===== src/rtl/systolic_drain_if.sv =====
// Result-drain bus between the systolic array bottom row, the drain block and the row consumer.
// The slave modport is the drain block's view; the master modport is the driver and consumer side.
interface systolic_drain_if #(
    parameter int COLS  = 4,
    parameter int DEPTH = 4
);
    logic [COLS*8-1:0]       y_col;
    logic                    y_vld;
    logic [COLS*8-1:0]       out_data;
    logic                    out_valid;
    logic                    out_ready;
    logic                    clr_ovf;
    logic                    ovf;
    logic [7:0]              row_cnt;
    logic [$clog2(DEPTH):0]  fifo_cnt;

    modport master (
        output y_col, y_vld, out_ready, clr_ovf,
        input  out_data, out_valid, ovf, row_cnt, fifo_cnt
    );

    modport slave (
        input  y_col, y_vld, out_ready, clr_ovf,
        output out_data, out_valid, ovf, row_cnt, fifo_cnt
    );
endinterface


===== src/rtl/systolic_drain.sv =====
// Deskews the staggered bottom-row outputs of a systolic array into whole rows
// and queues them in a small FIFO for a ready/valid consumer.
module systolic_drain #(
    parameter int COLS  = 4,
    parameter int DEPTH = 4
) (
    input  logic             clk,
    input  logic             rst,
    systolic_drain_if.slave  bus
);
    localparam int DATA_W = 8;
    localparam int W      = COLS * DATA_W;
    localparam int AW     = $clog2(DEPTH);
    localparam logic [AW:0] DEPTH_CNT = (AW+1)'(DEPTH);

    logic [W-1:0]    row_aligned;
    logic [COLS-2:0] vld_p;
    logic            row_done;

    // Stage p*: valid delay line, COLS-1 deep, marks the cycle a row is fully aligned
    always_ff @(posedge clk) begin
        if (rst) begin
            vld_p <= '0;
        end else begin
            vld_p[0] <= bus.y_vld;
            for (int i = 1; i < COLS-1; i++) begin
                vld_p[i] <= vld_p[i-1];
            end
        end
    end

    assign row_done = vld_p[COLS-2];

    // Column c arrives c cycles after column 0, so it needs COLS-1-c cycles of delay.
    for (genvar c = 0; c < COLS-1; c++) begin : g_skew
        localparam int L = COLS - 1 - c;
        logic [DATA_W-1:0] col_p [L];

        always_ff @(posedge clk) begin
            if (rst) begin
                for (int i = 0; i < L; i++) begin
                    col_p[i] <= '0;
                end
            end else begin
                col_p[0] <= bus.y_col[c*DATA_W +: DATA_W];
                for (int i = 1; i < L; i++) begin
                    col_p[i] <= col_p[i-1];
                end
            end
        end

        assign row_aligned[c*DATA_W +: DATA_W] = col_p[L-1];
    end

    assign row_aligned[(COLS-1)*DATA_W +: DATA_W] = bus.y_col[(COLS-1)*DATA_W +: DATA_W];

    logic [W-1:0]  mem [DEPTH];
    logic [AW-1:0] wr_ptr;
    logic [AW-1:0] rd_ptr;
    logic [AW:0]   cnt;
    logic [7:0]    row_cnt_q;
    logic          ovf_q;
    logic          full;
    logic          pop;
    logic          accept;
    logic          drop;

    // A full FIFO still takes a row when the head leaves in the same cycle.
    assign full   = (cnt == DEPTH_CNT);
    assign pop    = (cnt != '0) && bus.out_ready;
    assign accept = row_done && (!full || pop);
    assign drop   = row_done && full && !pop;

    always_ff @(posedge clk) begin
        if (accept) begin
            mem[wr_ptr] <= row_aligned;
        end
    end

    always_ff @(posedge clk) begin
        if (rst) begin
            wr_ptr    <= '0;
            rd_ptr    <= '0;
            cnt       <= '0;
            row_cnt_q <= '0;
            ovf_q     <= 1'b0;
        end else begin
            if (accept) begin
                wr_ptr    <= wr_ptr + AW'(1);
                row_cnt_q <= row_cnt_q + 8'd1;
            end
            if (pop) begin
                rd_ptr <= rd_ptr + AW'(1);
            end
            if (accept && !pop) begin
                cnt <= cnt + (AW+1)'(1);
            end else if (pop && !accept) begin
                cnt <= cnt - (AW+1)'(1);
            end
            if (drop) begin
                ovf_q <= 1'b1;
            end else if (bus.clr_ovf) begin
                ovf_q <= 1'b0;
            end
        end
    end

    // The head is forced to zero when empty so stale storage never shows on the bus.
    assign bus.out_valid = (cnt != '0);
    assign bus.out_data  = bus.out_valid ? mem[rd_ptr] : '0;
    assign bus.fifo_cnt  = cnt;
    assign bus.row_cnt   = row_cnt_q;
    assign bus.ovf       = ovf_q;
endmodule


===== src/flat_wrapper.sv =====
// flat-port wrapper written by rule: the top's interface ports become plain ports
module systolic_drain_flat 
#(
    parameter int COLS  = 4,
    parameter int DEPTH = 4
)
  (clk, rst, bus_y_col, bus_y_vld, bus_out_ready, bus_clr_ovf, bus_out_data, bus_out_valid, bus_ovf, bus_row_cnt, bus_fifo_cnt);
  systolic_drain_if #(.COLS(COLS), .DEPTH(DEPTH)) bus_i ();
  input  logic clk;
  input  logic rst;
  input wire logic [$bits(bus_i.y_col)-1:0] bus_y_col;
  input wire logic [$bits(bus_i.y_vld)-1:0] bus_y_vld;
  input wire logic [$bits(bus_i.out_ready)-1:0] bus_out_ready;
  input wire logic [$bits(bus_i.clr_ovf)-1:0] bus_clr_ovf;
  output wire logic [$bits(bus_i.out_data)-1:0] bus_out_data;
  output wire logic [$bits(bus_i.out_valid)-1:0] bus_out_valid;
  output wire logic [$bits(bus_i.ovf)-1:0] bus_ovf;
  output wire logic [$bits(bus_i.row_cnt)-1:0] bus_row_cnt;
  output wire logic [$bits(bus_i.fifo_cnt)-1:0] bus_fifo_cnt;
  assign bus_i.y_col = bus_y_col;
  assign bus_i.y_vld = bus_y_vld;
  assign bus_i.out_ready = bus_out_ready;
  assign bus_i.clr_ovf = bus_clr_ovf;
  assign bus_out_data = bus_i.out_data;
  assign bus_out_valid = bus_i.out_valid;
  assign bus_ovf = bus_i.ovf;
  assign bus_row_cnt = bus_i.row_cnt;
  assign bus_fifo_cnt = bus_i.fifo_cnt;
  systolic_drain #(.COLS(COLS), .DEPTH(DEPTH)) u_core (.clk(clk), .rst(rst), .bus(bus_i));
endmodule

===== config.mk =====
export PLATFORM = sky130hd
export DESIGN_NAME = systolic_drain_flat
export DESIGN_NICKNAME = d
export VERILOG_FILES = /design/src/rtl/systolic_drain_if.sv /design/src/rtl/systolic_drain.sv /design/src/flat_wrapper.sv
export SDC_FILE = /design/constraint.sdc
export NUM_CORES = 1
export LEC_CHECK = 0
export CAP_MARGIN = 10
export CORE_ASPECT_RATIO = 0.8
export CORE_MARGIN = 1
export CORE_UTILIZATION = 50
export DETAILED_ROUTE_END_ITERATION = 12
export GPL_ROUTABILITY_DRIVEN = 0
export PLACE_DENSITY = 0.82
export REMOVE_ABC_BUFFERS = 1
export SETUP_SLACK_MARGIN = 0.4
export SYNTH_ARGS = -nofsm -noshare
export SYNTH_HDL_FRONTEND = slang
export SYNTH_SLANG_ARGS = --single-unit

===== constraint.sdc =====
create_clock -name clk -period 2.4 [get_ports clk]
set_input_delay 0.24 -clock clk [delete_from_list [all_inputs] [get_ports clk]]
set_output_delay 0.24 -clock clk [all_outputs]
set_load 0.02 [all_outputs]

==> Word-level counts from Yosys, hierarchy flattened <==
Memory sizes are Yosys's and may differ from the RTL's. A register that Yosys moved wholly into a read port is not among the register bits.
Cells that the tools add are included.
Widths: inputs -> output; s select.
{ "totals": {"n_memories": 4, "ram_bits": 176, "reg_bits": 19, "in_bits": 37, "output_inout_bits": 45} }
{ "classes": {"muxes": 19, "eq_ne": 1, "n_bitwise": 5, "reduce_logical": 14, "add_sub_neg": 5} }
{ "memory_table": {"columns": ["name", "words", "word_bits", "rd", "rd_clocked_by_memory_dff", "wr", "line_no", "rtl"], "rows": [
  ["u_core.mem", 4, 32, 1, 1, 1, "systolic_drain.sv:57", "logic [W-1:0] mem [DEPTH];"],
  ["u_core.g_skew[0].col_p", 3, 8, 3, 0, 3, "systolic_drain.sv:37", "logic [DATA_W-1:0] col_p [L];"],
  ["u_core.g_skew[1].col_p", 2, 8, 2, 0, 2, "systolic_drain.sv:37", null],
  ["u_core.g_skew[2].col_p", 1, 8, 1, 0, 1, "systolic_drain.sv:37", null]
]} }
{ "ops": {"columns": ["operator", "count"], "rows": [
  ["$mux 8", 6],
  ["$mux 32", 1],
  ["$add 8x1->8 const B", 1],
  ["$mux 1", 8],
  ["$reduce_or 8->1", 1],
  ["$logic_and 1x1->1", 6],
  ["$mux 3", 2],
  ["$or 1x1->1", 5],
  ["$add 2x1->2 const B", 2],
  ["$mux 2", 2],
  ["$reduce_bool 2->1", 2],
  ["$add 3x1->3 const B", 1],
  ["$eq 3x3->1 const B", 1],
  ["$logic_not 1->1", 3],
  ["$reduce_bool 3->1", 1],
  ["$sub 3x1->3 const B", 1],
  ["$logic_or 1x1->1", 1]
]} }

==> Longest topological paths before layout <==
Gate-level depths: netlist (run 1).
{ "logic_depth": {"ltp_word": 8, "mapped_depth": 9} }

==> Worst setup path after synthesis (run 1) <==
OpenSTA, ideal clock, no wires.
{ "synth_timing": {"path_type": "flip-flop to flip-flop", "startpoint": "register u_core.cnt[0] (netlist: u_core.bus.fifo_cnt[0])", "endpoint": "memory u_core.mem[0][0] in the netlist's numbering, enable pin", "stages_incl_launch_ff": 4, "t_arrival_ns": 1.820, "period_less_slack_ns": 2.212, "path_buffers": 1, "setup_slack_ns": 0.188, "t_required_ns": 2.008, "path_cell_list": "dfxtp_1 > or4b_1 > clkbuf_1 > and3_1"} }
{ "synth_via": {"elab_chain_len": 6, "word_cells_on_any_way": 8} }
{ "synth_lines": {"columns": ["element", "line_no", "rtl"], "rows": [
  ["from (decl)", "systolic_drain.sv:60", "logic [AW:0] cnt;"],
  ["from (signal assigned)", "systolic_drain.sv:96", "cnt <= cnt + (AW+1)'(1);"],
  ["from (signal assigned)", "systolic_drain.sv:98", "cnt <= cnt - (AW+1)'(1);"],
  ["$eq 3x3->1 or $reduce_bool 3->1 (tied branches)", "systolic_drain.sv:69, systolic_drain.sv:70", null],
  ["$logic_not 1->1 or $logic_and 1x1->1 (tied branches)", "systolic_drain.sv:71, systolic_drain.sv:70", null],
  ["$logic_or 1x1->1 (*)", "systolic_drain.sv:71", "assign accept = row_done && (!full || pop);"],
  ["$logic_and 1x1->1 (*)", "systolic_drain.sv:71", null],
  ["$mux 1 (*)", "systolic_drain.sv:75", "if (accept) begin"],
  ["$mux 1 (implied by the code) (*)", "systolic_drain.sv:76", "mem[wr_ptr] <= row_aligned;"],
  ["to (decl)", "systolic_drain.sv:57", null]
]} }
Every way passes the cells marked *; elsewhere a longest branch is shown, timed or not.

==> results of run 1 <==
[flip-flops by register name, summed over array words and instances (netlist names), named ones only]
name / count
u_core.vld_p: 3
u_core.rd_ptr: 2
u_core.wr_ptr: 2
u_core.g_skew.col_p: 48
u_core.bus.row_cnt: 8
u_core.bus.fifo_cnt: 3
u_core.mem: 128
u_core.bus.ovf: 1
[kinds of logic (layout without fill, tap and decap cells)]
| kind of cell | Yosys count | count (layout) |
|---|---|---|
| AND/OR/NAND/NOR | 117 | 117 |
| multiplexers | 35 | 35 |
| buffers and inverters | 26 | 137 |
| AO/OA/AOI/OAI | 21 | 21 |
| XOR/XNOR | 4 | 4 |
| flip-flops | 197 | 197 |
| adder cells (fa/ha/maj) | 7 | 7 |
[power groups by stage]
stage               Clock (W)  Combinational, W  Sequential, W
floorplan                   0           0.00125        0.00400
global placement            0           0.00257        0.00387
detailed placement          0           0.00259        0.00387
CTS                   0.00281           0.00267        0.00384
global route          0.00295           0.00316        0.00387
finish                0.00276           0.00297        0.00386
[cells in the mapped netlist, drive strengths merged (2+ instances only)]
master,count,area (µm²)
edfxtp,128,3840
nor2b,86,538
dfxtp,69,1380
mux4,32,721
buf,11,75.1
a21oi,10,50.1
clkbuf,9,33.8
nor2,9,33.8
ha,6,75.1
inv,6,22.5
o21ai,6,30.0
and3,4,25.0
nand3,4,20.0
o31ai,4,30.0
xor2,4,35.0
nor4b,3,41.3
or3,3,18.8
or4,3,22.5
mux2,2,22.5
nand2,2,7.51
[metal layers]
metal | part of all wire | up-vias
li1 | - | 1704
met1 | 0.46 | 1833
met2 | 0.49 | 83
met3 | 0.038 | 14
met4 | 0.011 | 0
met5 | 0 | -
[layout make-up]
class / instances / area, µm² / area share
Tap cell: 180 / 225 / 0.0251
Timing Repair Buffer: 99 / 1040 / 0.115
Multi-Input combinational cell: 184 / 1870 / 0.208
Clock buffer: 17 / 425 / 0.0474
Inverter: 6 / 22.5 / 0.00251
Clock inverter: 15 / 158 / 0.0176
Sequential cell: 197 / 5240 / 0.584
[how the worst max path moves through the flow]
stage / startpoint / endpoint / cells past startpoint
after floorplan: u_core.bus.fifo_cnt[0] / bus_out_valid / 2
after global placement: bus_out_ready / u_core.bus.fifo_cnt[2] / 9
after detailed placement: bus_out_ready / u_core.bus.fifo_cnt[2] / 9
after CTS: flip-flop / bus_out_data[7] / 5
after global routing: flip-flop / bus_out_data[29] / 5
final: flip-flop / bus_out_data[29] / 5
[per-stage QoR]
step,total power (W),hold WS (ns),cells
2_1_floorplan,0.00525,0.309,387
3_3_place_gp,0.00643,0.419,660
3_5_place_dp,0.00646,0.420,660
4_1_cts,0.00932,0.318,697
5_1_grt,0.00999,0.315,698
6_report,0.00960,0.311,698
[repair_timing]
item | 4_1_cts | 5_1_grt
cloned | 3 | 0
setup buffers | 2 | 1
pin swaps | 0 | 3
setup endpoints to repair | 34 | 34
gates resized for setup | 160 | 45
==> metrics.cfg, run 1 <==
[final_layout]
nNetsFinal=549
layout-drive-gt1-share=0.280
fin_area_mm2=0.00898
antennaDiodeCount=0
mostFrequentLayoutCells=edfxtp_1 (128), nor2b_1 (70), dfxtp_1 (64)
synthToLayoutAreaGrowth_pct=26.7
final_common_cell=edfxtp_1
final_util=0.656
fillers=922

[sta]
hold_viol_final=0
fmax_mhz=461
tightest_slew_ns=0.590
post-route-period-util=0.904
layout_setup_ws_ns=0.231
relSlewSlack=0.607
min_period_ns=2.17
skew_ns=0.00608
tns_ns=0
slew_viol_final=0
grt_setup_unrepaired=yes
setup_violations=0

[die]
io_pins=82
die_area_mm2=0.0147
die_x_um=135
core_mm2=0.0137
initial_utilization=0.518
rows=38
die_h_um=108

[power]
clockPowerShare=0.288
pwr-share-comb=0.310
power_switching_share=0.299
netSwitchingPower_w=0.00287
p_int_w=0.00673
leakagePower_nw=3.12
power_density_mw_per_mm2=1070
irDropWorstVdd_v=0.000757
seqPwrFrac=0.402

[clocking]
cts_made_buffers=17
clockBufferDepth=2
htree_levels=4
cts_tree=built
clock_latency_ns=0.42
cts.clk_slew.worst_paths_ns=0.07
cts_sinks=197
cts_root_buffer=clkbuf_16
cts_hold_buf=0

[global_routing]
grt_max_degree=43
grt_pass1_vias=3685
globalRouteMet1Util=0.248
grt_use_met3=0.0370
gr-total-overflow=0
grt_pass1_wl_um=19600
antenna_found_initial=0
grt.total_usage=0.184
grt.busiest_layer=met2
grt.met2_usage=0.298

[logic_synthesis]
netlist_area_mm2=0.00709
synth_top_family_by_area=multiplexers
ys_seq_area_frac=0.737
synthMuxAreaShare=0.106
ys_ff_latch=197
synth_fa_ha_area_frac=0.0134
syn_area_per_cell_um2=17.4
synth_edf_count=128
synth_compound_area_frac=0.0168
synthCells=407
synthSimpleGateAreaFrac=0.103
ys_types=30
synthFlopType=edfxtp_1
postSynth.asyncResetShare=0
ys_warn_count=0
synth-xor-area-share=0.00494

[placement]
io_buffers=81
detailed_place_hpwl_um=7060
pre_cts_slack_ns=0.101
place_area_mm2=0.00819

[critical_path]
critical_path_arrival_ns=1.93
reg2reg_from=u_core.bus.fifo_cnt[2]
critPathLaunchType=flip-flop
path_delay_family=multiplexers
worstPathRequired_ns=2.16
worst-r2r-setup-slack_ns=0.48
slowest_delay_ns=0.50
path_max_fanout=8
path_cells=buf_6 > buf_16 > mux4_2 > nor2b_1 > buf_2
path_class=reg2out
worstRegToRegCells=7
end_kind=output pin
cp_slowest_cell=mux4_2
rr_endpoint=u_core.bus.fifo_cnt[2]
path_buf_inv=3

[job]
cap_violations=0

[worst_hold_path]
hold_start=rst
worstHoldPathCells=2
holdPathEnd=u_core.bus.fifo_cnt[0]
hold_class=in2reg

[drt]
firstDrtPassIters=4
viasPerCell=5.21
drc=0
ant_nets=0
wl_per_cell_um=17.6
drtIter0Drc=238
wl_um=12300
vias=3634

[outcome]
outcome=completed

(Power assumes the default switching activity.)
==> inputs of run 2 (changes only) <==
--- a/config.mk
+++ b/config.mk
@@ -11,9 +11,11 @@
 export CORE_UTILIZATION = 50
 export DETAILED_ROUTE_END_ITERATION = 12
 export GPL_ROUTABILITY_DRIVEN = 0
+export HOLD_SLACK_MARGIN = 0.1
 export PLACE_DENSITY = 0.82
 export REMOVE_ABC_BUFFERS = 1
 export SETUP_SLACK_MARGIN = 0.4
+export SLEW_MARGIN = 30
 export SYNTH_ARGS = -nofsm -noshare
 export SYNTH_HDL_FRONTEND = slang
 export SYNTH_SLANG_ARGS = --single-unit
==> results of run 2 <==
Same layout as run 1: the final DEF is identical, and so are final timing and power.
==> inputs of run 3 (changes only) <==
--- a/config.mk
+++ b/config.mk
@@ -5,6 +5,7 @@
 export SDC_FILE = /design/constraint.sdc
 export NUM_CORES = 1
 export LEC_CHECK = 0
+export ABC_AREA = 1
 export CAP_MARGIN = 10
 export CORE_ASPECT_RATIO = 0.8
 export CORE_MARGIN = 1
==> run 3 against run 2 <==
First-iteration DRC count increased by 65%. Combinational power increased by 1%. Clock skew increased by 0.0043 ns. Maximum frequency increased by 9.1%. Sequential share of layout area decreased by 0.76 points. Sequential power decreased by 2%. Register-to-register slack about the same. Clock power decreased by 3%. Non-clock buffer count increased by 11. Synthesized area increased by 2.9%. Total power decreased by 1.3%. Routed wire length increased by 17%. Largest cell class unchanged.
==> metrics.cfg, run 3 <==
[drt]
wl_um=14400
vias=4802
drc=0
viasPerCell=5.00
wl_per_cell_um=15.1
ant_nets=0
firstDrtPassIters=5
drtIter0Drc=392

[logic_synthesis]
synth_edf_count=128
ys_types=19
synthSimpleGateAreaFrac=0.126
synth_compound_area_frac=0.0776
synthFlopType=edfxtp_1
synth_top_family_by_area=simple AND/OR/NAND/NOR gates
synth_top_area_frac=0.527
synth_commonest_cells=nor2_1 (208), edfxtp_1 (128), inv_1 (73), dfxtp_1 (69), a21oi_1 (40)
ys_warn_count=0
ys_ff_latch=197
ys_seq_area_frac=0.717
syn_area_per_cell_um2=11.0
synthCells=664
netlist_area_mm2=0.00729
synth_most_common_cell=nor2_1
postSynth.asyncResetShare=0
synth_fa_ha_area_frac=0.0130
synthTopCellsByArea=edfxtp_1 (53%), dfxtp_1 (19%), nor2_1 (11%)
synth-xor-area-share=0.00360
synth_area_leader_cell=edfxtp_1
synthMuxAreaShare=0

[final_layout]
fin_area_mm2=0.00908
final_util=0.638
final_common_cell=nor2_1
nNetsFinal=807
largest_reg_flops=128
mostFrequentLayoutCells=nor2_1 (203), edfxtp_1 (128), inv_1 (72)
antennaDiodeCount=0
top_register=u_core.mem
layout-drive-gt1-share=0.143
synthToLayoutAreaGrowth_pct=24.6
fillers=1064

[power]
power_density_mw_per_mm2=1040
irDropWorstVdd_v=0.000608
leakagePower_nw=3.49

[clocking]
htree_levels=4
cts_sinks=197
cts_root_buffer=clkbuf_16
clockBufferDepth=2
cts_hold_buf=0
cts_made_buffers=17
clock_latency_ns=0.42
cts.clk_slew.worst_paths_ns=0.06
cts_tree=built

[critical_path]
reg2reg_from=u_core.bus.fifo_cnt[2]
path_max_fanout=14
critical_path_arrival_ns=1.75
worstPathRequired_ns=2.16
end_kind=output pin
rr_endpoint=u_core.bus.fifo_cnt[2]
critPathLaunchType=flip-flop
path_class=reg2out
worstRegToRegCells=12
worst-r2r-setup-slack_ns=0.48

[placement]
place_area_mm2=0.00841
detailed_place_hpwl_um=7810
io_buffers=81

[worst_hold_path]
worstHoldPathCells=2
hold_start=rst
holdPathEnd=u_core.g_skew[0].col_p[0][3]
hold_class=in2reg

[sta]
post-route-period-util=0.828
min_period_ns=1.99
setup_violations=0
tightest_slew_ns=0.462
relSlewSlack=0.692
fmax_mhz=503
skew_ns=0.0104
grt_setup_unrepaired=yes
hold_viol_final=0
slew_viol_final=0

[global_routing]
gr-total-overflow=0
grt.total_usage=0.195
grt_pass1_vias=4418
antenna_found_initial=0
grt_max_degree=39
grt_pass1_wl_um=21600

[die]
initial_utilization=0.512
die_x_um=137
die_area_mm2=0.0151
io_pins=82
rows=39
die_h_um=110
core_mm2=0.0142

[outcome]
outcome=completed

[job]
cap_violations=0

## run 3: worst max path at each step
| stage | end |
|---|---|
| after floorplan | bus_out_data[0] |
| after global placement | u_core.bus.fifo_cnt[2] |
| after detailed placement | u_core.bus.fifo_cnt[2] |
| after CTS | bus_out_data[18] |
| after global routing | bus_out_data[9] |
| final | bus_out_data[18] |
## run 3: final cells by class
type                       instances  area [µm²]  area share
timing repair buffer             110        1120       0.123
multi-input combinational        362        1650       0.182
inverter                          75         289      0.0318
clock inverter                    12         104      0.0114
tap                              184         230      0.0253
sequential                       197        5230       0.576
clock buffer                      20         458      0.0504
## run 3: metrics by stage
stage | hold WS, ns | cells | power [W] | setup WS [ns] | TNS, ns
final | 0.249 | 960 | 0.00947 | 0.412 | 0
after global routing | 0.262 | 960 | 0.00989 | 0.324 | 0
after CTS | 0.249 | 952 | 0.00937 | 0.394 | 0
after detailed placement | 0.392 | 917 | 0.00671 | 0.140 | 0
after global placement | 0.388 | 917 | 0.00666 | 0.218 | 0
after floorplan | 0.309 | 634 | 0.00526 | -0.288 | -45.61
## run 3: timing repair
item | in CTS | in global routing
setup buffers | 2 | 5
setup endpoints to repair | 33 | 32
pin swaps | 0 | 1
gates cloned | 1 | 3
gates resized for setup | 89 | 37
## run 3: report_power, final
part / switching (W) / total (W) / internal (W)
clock: 0.00119 / 0.00268 / 0.00149
sequential: 0.0000752 / 0.00378 / 0.00371
combinational: 0.00182 / 0.00301 / 0.00119
total: 0.00308 / 0.00947 / 0.00639
## run 3: worst max-delay path, cell delays in order, from the launching register on
cell and delay (ns):
dfxtp_4 0.36, buf_6 0.14, buf_12 0.11, clkbuf_16 0.15, nor2_1 0.05, nor2_1 0.07, o21ai_1 0.07, a21oi_1 0.17
buf_2 0.21
## run 3: cells by family (layout without fill, tap and decap cells)
logic type	Yosys count	in the layout
simple gates	239	239
flops	197	197
buf+inv	105	217
fa+ha+maj	7	7
xor+xnor	3	3
compound gates	113	113
## run 3: layer usage
layer	vias up	routed length, µm	track usage
met3	14	1000	0.0521
met1	2238	6270	0.235
met5	-	0	0
li1	2372	-	-
met4	0	180	0.0801
met2	178	7000	0.334
